File: config.mk
export PLATFORM = sky130hd
export DESIGN_NAME = mux_arbiter
export DESIGN_NICKNAME = d
export VERILOG_FILES = /design/src/rtl/mux_arbiter_pkg.sv /design/src/rtl/mux_arbiter_pick.sv /design/src/rtl/mux_arbiter.sv
export SDC_FILE = /design/constraint.sdc
export NUM_CORES = 1
export LEC_CHECK = 0
export BUFFER_PORTS_ARGS = -buffer_cell sky130_fd_sc_hd__buf_4
export CAP_MARGIN = 30
export CORE_ASPECT_RATIO = 0.7
export CORE_UTILIZATION = 57
export DETAILED_ROUTE_END_ITERATION = 12
export PLACE_DENSITY_LB_ADDON = 0.2
export SLEW_MARGIN = 20
export SYNTH_ARGS = -nofsm -noshare
export SYNTH_HDL_FRONTEND = slang
export SYNTH_SLANG_ARGS = --single-unit
File: constraint.sdc
create_clock -name i_clk -period 16.1 [get_ports i_clk]
set_clock_uncertainty 0.2 [all_clocks]
set_input_delay 3.22 -clock i_clk [delete_from_list [all_inputs] [get_ports i_clk]]
set_output_delay 3.22 -clock i_clk [all_outputs]
set_load 0.005 [all_outputs]
File: src/rtl/mux_arbiter_pkg.sv
// Shared helpers for the mux_arbiter block: index arithmetic that must stay
// correct for channel counts that are not a power of two.
package mux_arbiter_pkg;

  // Advance a channel index by one, wrapping n-1 back to 0.
  function automatic int wrap_inc(input int idx, input int n);
    int nxt;
    nxt = idx + 1;
    if (nxt >= n) nxt = 0;
    return nxt;
  endfunction

  // Add an offset to a base index modulo n, with both operands already in [0, n).
  function automatic int wrap_add(input int base, input int off, input int n);
    int sum;
    sum = base + off;
    if (sum >= n) sum = sum - n;
    return sum;
  endfunction

endpackage

File: src/rtl/mux_arbiter_pick.sv
// Combinational round-robin picker: rotates the request vector so the pointer
// lands on bit 0, takes the lowest set bit, then rotates the answer back.
module rr_pick
  import mux_arbiter_pkg::*;
#(
  parameter int NUM_INPUTS = 5,
  parameter int SEL_W      = $clog2(NUM_INPUTS)
) (
  input  logic [NUM_INPUTS-1:0] req,
  input  logic [SEL_W-1:0]      ptr,
  output logic                  any_req,
  output logic [SEL_W-1:0]      grant
);

  logic [NUM_INPUTS-1:0] rot;
  int                    off;

  always_comb begin
    rot = '0;
    off = 0;
    for (int i = 0; i < NUM_INPUTS; i++) begin
      rot[i] = req[wrap_add(int'(ptr), i, NUM_INPUTS)];
    end
    // Scan downward so the lowest rotated position (closest to ptr) wins.
    for (int i = NUM_INPUTS - 1; i >= 0; i--) begin
      if (rot[i]) off = i;
    end
    any_req = |rot;
    grant   = SEL_W'(wrap_add(int'(ptr), off, NUM_INPUTS));
  end

endmodule

File: src/rtl/mux_arbiter.sv
// Many-to-one bus arbiter: fair round-robin grant over NUM_INPUTS valid/ready
// producers into a single registered output word tagged with its source index.
module mux_arbiter
  import mux_arbiter_pkg::*;
#(
  parameter int NUM_INPUTS = 5,
  parameter int DATA_WIDTH = 8
) (
  input  logic                             i_clk,
  input  logic                             i_rst,
  input  logic [NUM_INPUTS-1:0]            i_valid,
  input  logic [NUM_INPUTS*DATA_WIDTH-1:0] i_data_bus,
  output logic [NUM_INPUTS-1:0]            o_ready,
  output logic                             o_valid,
  output logic [DATA_WIDTH-1:0]            o_data,
  output logic [$clog2(NUM_INPUTS)-1:0]    o_select,
  input  logic                             i_ready
);

  localparam int SEL_W = $clog2(NUM_INPUTS);

  logic                  load;
  logic                  any_req;
  logic [SEL_W-1:0]      grant;
  logic [SEL_W-1:0]      ptr;
  logic                  vld_p1;
  logic [DATA_WIDTH-1:0] data_p1;
  logic [SEL_W-1:0]      sel_p1;

  rr_pick #(
    .NUM_INPUTS (NUM_INPUTS),
    .SEL_W      (SEL_W)
  ) u_pick (
    .req     (i_valid),
    .ptr     (ptr),
    .any_req (any_req),
    .grant   (grant)
  );

  // The output register can take a word when empty or when being drained now.
  assign load = ~vld_p1 | i_ready;

  always_comb begin
    o_ready = '0;
    if (!i_rst && load && any_req) o_ready[grant] = 1'b1;
  end

  // Stage p0 -> p1: capture the granted word into the output register.
  always_ff @(posedge i_clk) begin
    if (i_rst) begin
      vld_p1  <= 1'b0;
      data_p1 <= '0;
      sel_p1  <= '0;
      ptr     <= '0;
    end else if (load) begin
      if (any_req) begin
        vld_p1  <= 1'b1;
        data_p1 <= i_data_bus[int'(grant)*DATA_WIDTH +: DATA_WIDTH];
        sel_p1  <= grant;
        ptr     <= SEL_W'(wrap_inc(int'(grant), NUM_INPUTS));
      end else begin
        vld_p1  <= 1'b0;
      end
    end
  end

  assign o_valid  = vld_p1;
  assign o_data   = data_p1;
  assign o_select = sel_p1;

endmodule

==> results.sh, run 1 <==
export IMPL_cts_inserted_buffers=3
export IMPL_place_hpwl_um=4560
export IMPL_h_tree_depth=1
export IMPL_finalNetCount=381
export IMPL_holdBufCountCts=0
export IMPL_crit_path_end_kind="primary output"
export IMPL_via_per_inst=6.16
export IMPL_drt_iter0_markers=277
export IMPL_synth_ff_type="dfxtp_1"
export IMPL_r2r_cells=22
export IMPL_ctsResizeCount=0
export IMPL_power_total_w=0.000703
export IMPL_hold_path_class="reg2reg"
export IMPL_drc_errors=0
export IMPL_tritoncts="done"
export IMPL_synth_seq_area_share=0.142
export IMPL_hold_viol_final=0
export IMPL_cp_required_ns=12.68
export IMPL_slew_violations=0
export IMPL_yosys_area_top_type_share=0.142
export IMPL_vdd_drop_max_mv=0.359
export IMPL_wl_per_cell_um=16.1
export IMPL_first_pass_iters=4
export IMPL_start_kind="primary input"
export IMPL_status="completed"
export IMPL_synth_avg_cell_area_um2=8.18
export IMPL_core_um2=3540
export IMPL_p_leak_nw=1.27
export IMPL_crit_type="in2out"
export IMPL_critPathLaunch="i_valid[0]"
export IMPL_n_fill_cell=289
export IMPL_ant_nets=0
export IMPL_die_x_um=74.9
export IMPL_timing_hold_ws_ns=0.265
export IMPL_post_cts_buffers=0
export IMPL_rows=18
export IMPL_yosys_warnings=0
export IMPL_finalSetupTns_ns=0
export IMPL_synth_top_area_cell="dfxtp_1"
export IMPL_pin_count=65
export IMPL_diodes=0
export IMPL_power_density_nw_per_um2=265
export IMPL_syn_to_final_growth_pct=25.0
export IMPL_min_path_cells=2
export IMPL_cts_root_buf="clkbuf_8"
export IMPL_synth_nets=324
export IMPL_synth_area_leaders="dfxtp_1 14%, mux2i_1 11%, ha_1 8.9%, and3_1 3.5%, nand2_1 3.5%"
export IMPL_port_buffers=64
export IMPL_synth_edf_count=0
export IMPL_grt_usage=0.303
export IMPL_die_h_um=53.0
export IMPL_grt_pass1_wl_um=9110
export IMPL_initial_utilization=0.599
export IMPL_setup_viol=0
export IMPL_min_from="o_select[2]"
export IMPL_reg2reg_from="ptr[1]"
export IMPL_yosysMostFrequentCell="mux2i_1"
export IMPL_worstMarginPinSlew_ns=0.768
export IMPL_synth_seq_cells=15
export IMPL_dieArea_um2=3970
export IMPL_ctsLongestPathBuffers=2
export IMPL_drive_above_1_share=0.286
export IMPL_synthTopCellsByCount="23 x mux2i_1, 20 x nand2_1, 19 x nor2_1, 15 x dfxtp_1, 15 x ha_1"
export IMPL_postLayoutCoreUtil=0.749
export IMPL_grt_overflow_total=0
export IMPL_synth_cell_types=62
export IMPL_antenna_found_initial=0
export IMPL_rsz0062_at_grt="false"
export IMPL_drv_cap=0
export IMPL_cts_sinks=15
export IMPL_slew_headroom=0.486
export IMPL_fmax_mhz=93.5
export IMPL_cp_arrival_ns=7.27
export IMPL_dr_total_vias=2247
export IMPL_fin_crit_sh=0.664
export IMPL_finalCriticalPeriod_ns=10.69
export IMPL_clock_latency_ns=0.24
export IMPL_totalWireLength_um=5890
export IMPL_grt_pass1_vias=1877
export IMPL_synthArstFlopShare=0
export IMPL_synth_area_um2=2120
export IMPL_synth_cells=259
export IMPL_cp_max_fo=24
export IMPL_gp_congestion=0.933
export IMPL_clkTransAtPathRegs_ns=0.06
export IMPL_grt_max_degree=28
through the flow:
stage | std cells | setup WS [ns] | cell area, µm²
6_report | 365 | 5.41 | 2650
5_1_grt | 365 | 5.09 | 2650
4_1_cts | 364 | 5.45 | 2630
3_5_place_dp | 360 | 5.45 | 2590
3_3_place_gp | 360 | 5.66 | 2590
2_1_floorplan | 259 | 6.15 | 2120
worst max-delay path, stage by stage:
cell and delay, ns:
buf_4 0.13, mux2i_1 0.25, mux2i_1 0.13, o22ai_1 0.32, or2_2 0.18, nand2b_1 0.10, a21boi_0 0.10, ha_1 0.24
fa_1 0.52, inv_1 0.07, ha_1 0.17, nand2b_1 0.16, a221oi_2 0.39, mux2i_2 0.24, buf_4 0.32, and3_1 0.41
nor2b_1 0.17, buf_4 0.12
layout make-up:
cell class | count | area [µm²] | share of cell area
Multi-Input combinational cell | 216 | 1680 | 0.634
Timing Repair Buffer | 67 | 510 | 0.193
Sequential cell | 15 | 300 | 0.113
Tap cell | 50 | 62.6 | 0.0236
Inverter | 13 | 48.8 | 0.0184
Clock buffer | 3 | 41.3 | 0.0156
Clock inverter | 1 | 5.00 | 0.00189
sequential cells by signal (all words and copies together), names as in the netlist:
register / flops
o_data: 8
o_valid: 1
o_select: 3
ptr: 3
cell usage in the layout (no fill, tap or decap), types with 5 or more instances in the layout:
cell	Yosys	layout
o21ai_1	10	10
a221oi_1	8	8
o21ai_0	9	9
nor2b_1	6	6
nand2b_1	7	7
buf_4	1	66
nor3_1	6	6
nand2_1	20	20
dfxtp_1	15	15
nor2_1	19	19
mux2i_1	23	23
and3_1	12	12
a41oi_1	8	8
inv_1	12	12
ha_1	15	15
mux2_2	5	5
path summary, 6_finish.rpt:
path / slack, ns / endpoint
min reg2reg: 0.27 / o_select[2]
min: 0.27 / o_select[2]
max: 5.41 / o_ready[4]
max reg2reg: 9.57 / ptr[1]
cell families after synthesis:
group | after synthesis | share of synthesized area
AND/OR/NAND/NOR | 85 | 0.208
XOR/XNOR | 5 | 0.0207
multiplexers | 33 | 0.168
buffers and inverters | 28 | 0.0650
AO/OA/AOI/OAI | 76 | 0.289
adder cells (fa/ha/maj) | 17 | 0.108
flip-flops | 15 | 0.142
power by group:
part	internal [W]	switching, W
Combinational	0.000257	0.000351
Clock	0.0000171	0.0000132
Sequential	0.0000512	0.0000133
routing by layer:
layer  global-route usage  wire length, µm  share of wire  up-vias
li1                     -                -              -     1094
met1                0.479             2770           0.47     1059
met2                0.443             2640           0.45       90
met3               0.0305              467          0.079        4
met4               0.0377               17         0.0029        0
met5                    0                0              0        -
Power figures use the tool's default switching activity.
==> run 2: changes to the inputs <==
- CORE_UTILIZATION: 57 -> 47
- clock period: 16.1 -> 9.5 ns (I/O delays scaled with it)
==> run 2 against run 1 <==
Against the previous run:
- die area rose by 21%
- first-iteration DRC count fell by 39%
- final cell count rose by 1.4%
- sequential power rose by 71%
- register-to-register slack got worse by 6.4 ns
- clock power rose by 67%
- final area rose by 0.24%
- sequential share of layout area barely moved
- utilization fell by 14 points
- critical path type is now reg2out
- critical endpoint unchanged
- highest routed layer unchanged
==> results.sh, run 2 (same netlist as run 1, synthesis figures left out) <==
export IMPL_gp_congestion=0.864
export IMPL_status="completed"
export IMPL_cp_max_fo=24
export IMPL_n_fill_cell=406
export IMPL_first_pass_iters=4
export IMPL_crit_chain="inv_1, ha_1, ha_1, a21oi_2, mux2i_1, o22ai_1, or2_2, nand2b_1, a21boi_0, ha_1, fa_1, inv_1, ha_1, nand2b_1, a221oi_2, mux2i_2, buf_4, and3_1, nor2b_1, buf_4"
export IMPL_rsz0062_at_grt="false"
export IMPL_place_ws_ns=1.47
export IMPL_slew_violations=0
export IMPL_hold_path_class="reg2reg"
export IMPL_clock_latency_ns=0.24
export IMPL_antenna_found_initial=0
export IMPL_fin_crit_sh=0.858
export IMPL_port_buffers=64
export IMPL_cts_sinks=15
export IMPL_cts_inserted_buffers=3
export IMPL_path_buf_inv=4
export IMPL_clkTransAtPathRegs_ns=0.06
export IMPL_die_h_um=58.2
export IMPL_finalCriticalPeriod_ns=8.15
export IMPL_dieArea_um2=4780
export IMPL_drc_errors=0
export IMPL_holdBufCountCts=0
export IMPL_hold_viol_final=0
export IMPL_final_cell_mix="66 x buf_4, 23 x mux2i_1, 20 x nand2_1, 19 x nor2_1"
export IMPL_tritoncts="done"
export IMPL_drive_above_1_share=0.286
export IMPL_pin_count=65
export IMPL_cp_required_ns=7.40
export IMPL_grt_overflow_total=0
export IMPL_ctsResizeCount=0
export IMPL_crit_type="reg2out"
export IMPL_vdd_drop_max_mv=0.419
export IMPL_drt_iter0_markers=169
export IMPL_rows=20
export IMPL_finalNetCount=381
export IMPL_slew_headroom=0.519
export IMPL_h_tree_depth=1
export IMPL_drv_cap=0
export IMPL_diodes=0
export IMPL_cts_root_buf="clkbuf_8"
export IMPL_crit_path_end_kind="primary output"
export IMPL_crit_family="adder cells"
export IMPL_initial_utilization=0.489
export IMPL_totalWireLength_um=5590
export IMPL_crit_top_cell="ha_1"
export IMPL_worst_slack_ns=1.35
export IMPL_ant_nets=0
export IMPL_ctsLongestPathBuffers=2
export IMPL_die_x_um=82.2
export IMPL_dr_total_vias=2159
export IMPL_timing_hold_ws_ns=0.269
export IMPL_fmax_mhz=123
export IMPL_grt_pass1_wl_um=8630
export IMPL_start_kind="flop"
export IMPL_power_density_nw_per_um2=441
export IMPL_core_um2=4330
export IMPL_grt_usage=0.233
export IMPL_cp_slowest_cell="dfxtp_1"
export IMPL_via_per_inst=5.84
export IMPL_wl_per_cell_um=15.1
export IMPL_worstMarginPinSlew_ns=0.718
export IMPL_setup_viol=0
export IMPL_cp_slowest_stage_delay_ns=0.73
export IMPL_place_hpwl_um=4300
export IMPL_grt_max_degree=28
export IMPL_grt_pass1_vias=1772
export IMPL_syn_to_final_growth_pct=25.3
export IMPL_post_cts_buffers=0
export IMPL_finalSetupTns_ns=0
export IMPL_cp_arrival_ns=6.05
export IMPL_p_leak_nw=1.27
export IMPL_largest_reg_flops=8
export IMPL_final_common_cell="buf_4"
==> run 2: cell type report <==
class | count | area [µm²] | area share
clock buffers | 3 | 41.3 | 0.0156
clock inverters | 1 | 5.00 | 0.00189
inverters | 13 | 48.8 | 0.0184
multi-input cells | 216 | 1680 | 0.633
flip-flops and latches | 15 | 300 | 0.113
well taps | 55 | 68.8 | 0.0259
repair buffers | 67 | 510 | 0.192
==> run 2: metrics by stage <==
step	cell area, µm²	utilization	power [W]	std cells
final	2660	0.613	0.00117	370
after global routing	2660	0.613	0.00128	370
after detailed placement	2590	0.599	0.00110	365
after CTS	2640	0.610	0.00116	369
after floorplan	2120	-	0.000890	259
after global placement	2590	0.599	0.00109	365
==> run 2: worst paths after layout <==
kind,start,end,slack (ns),cells after the start
min reg2reg,o_select[0],o_select[0],0.27,2
max reg2reg,ptr[1],ptr[1],3.15,22
min,o_select[0],o_select[0],0.27,2
max,ptr[1],o_ready[4],1.35,20
==> run 2: routing by layer <==
| metal | vias to the layer above | global-route usage | routed length [µm] |
|---|---|---|---|
| met5 | - | 0 | 0 |
| met4 | 0 | 0.0301 | 27 |
| met1 | 984 | 0.394 | 2920 |
| li1 | 1091 | - | - |
| met3 | 6 | 0.0268 | 342 |
| met2 | 78 | 0.311 | 2300 |
==> run 2: where the power goes <==
group	switching, W	total (W)	internal, W	leakage (nW)
Clock	0.0000218	0.0000508	0.0000290	0.0255
Combinational	0.000575	0.00101	0.000434	1.12
Sequential	0.0000233	0.000110	0.0000868	0.124
==> run 2: worst min-delay path: cells and delay by family (launching register included) <==
kind	cells	cell delay (ns)
flip-flops	1	0.31
multiplexers	1	0.05
AND/OR/NAND/NOR	1	0.05
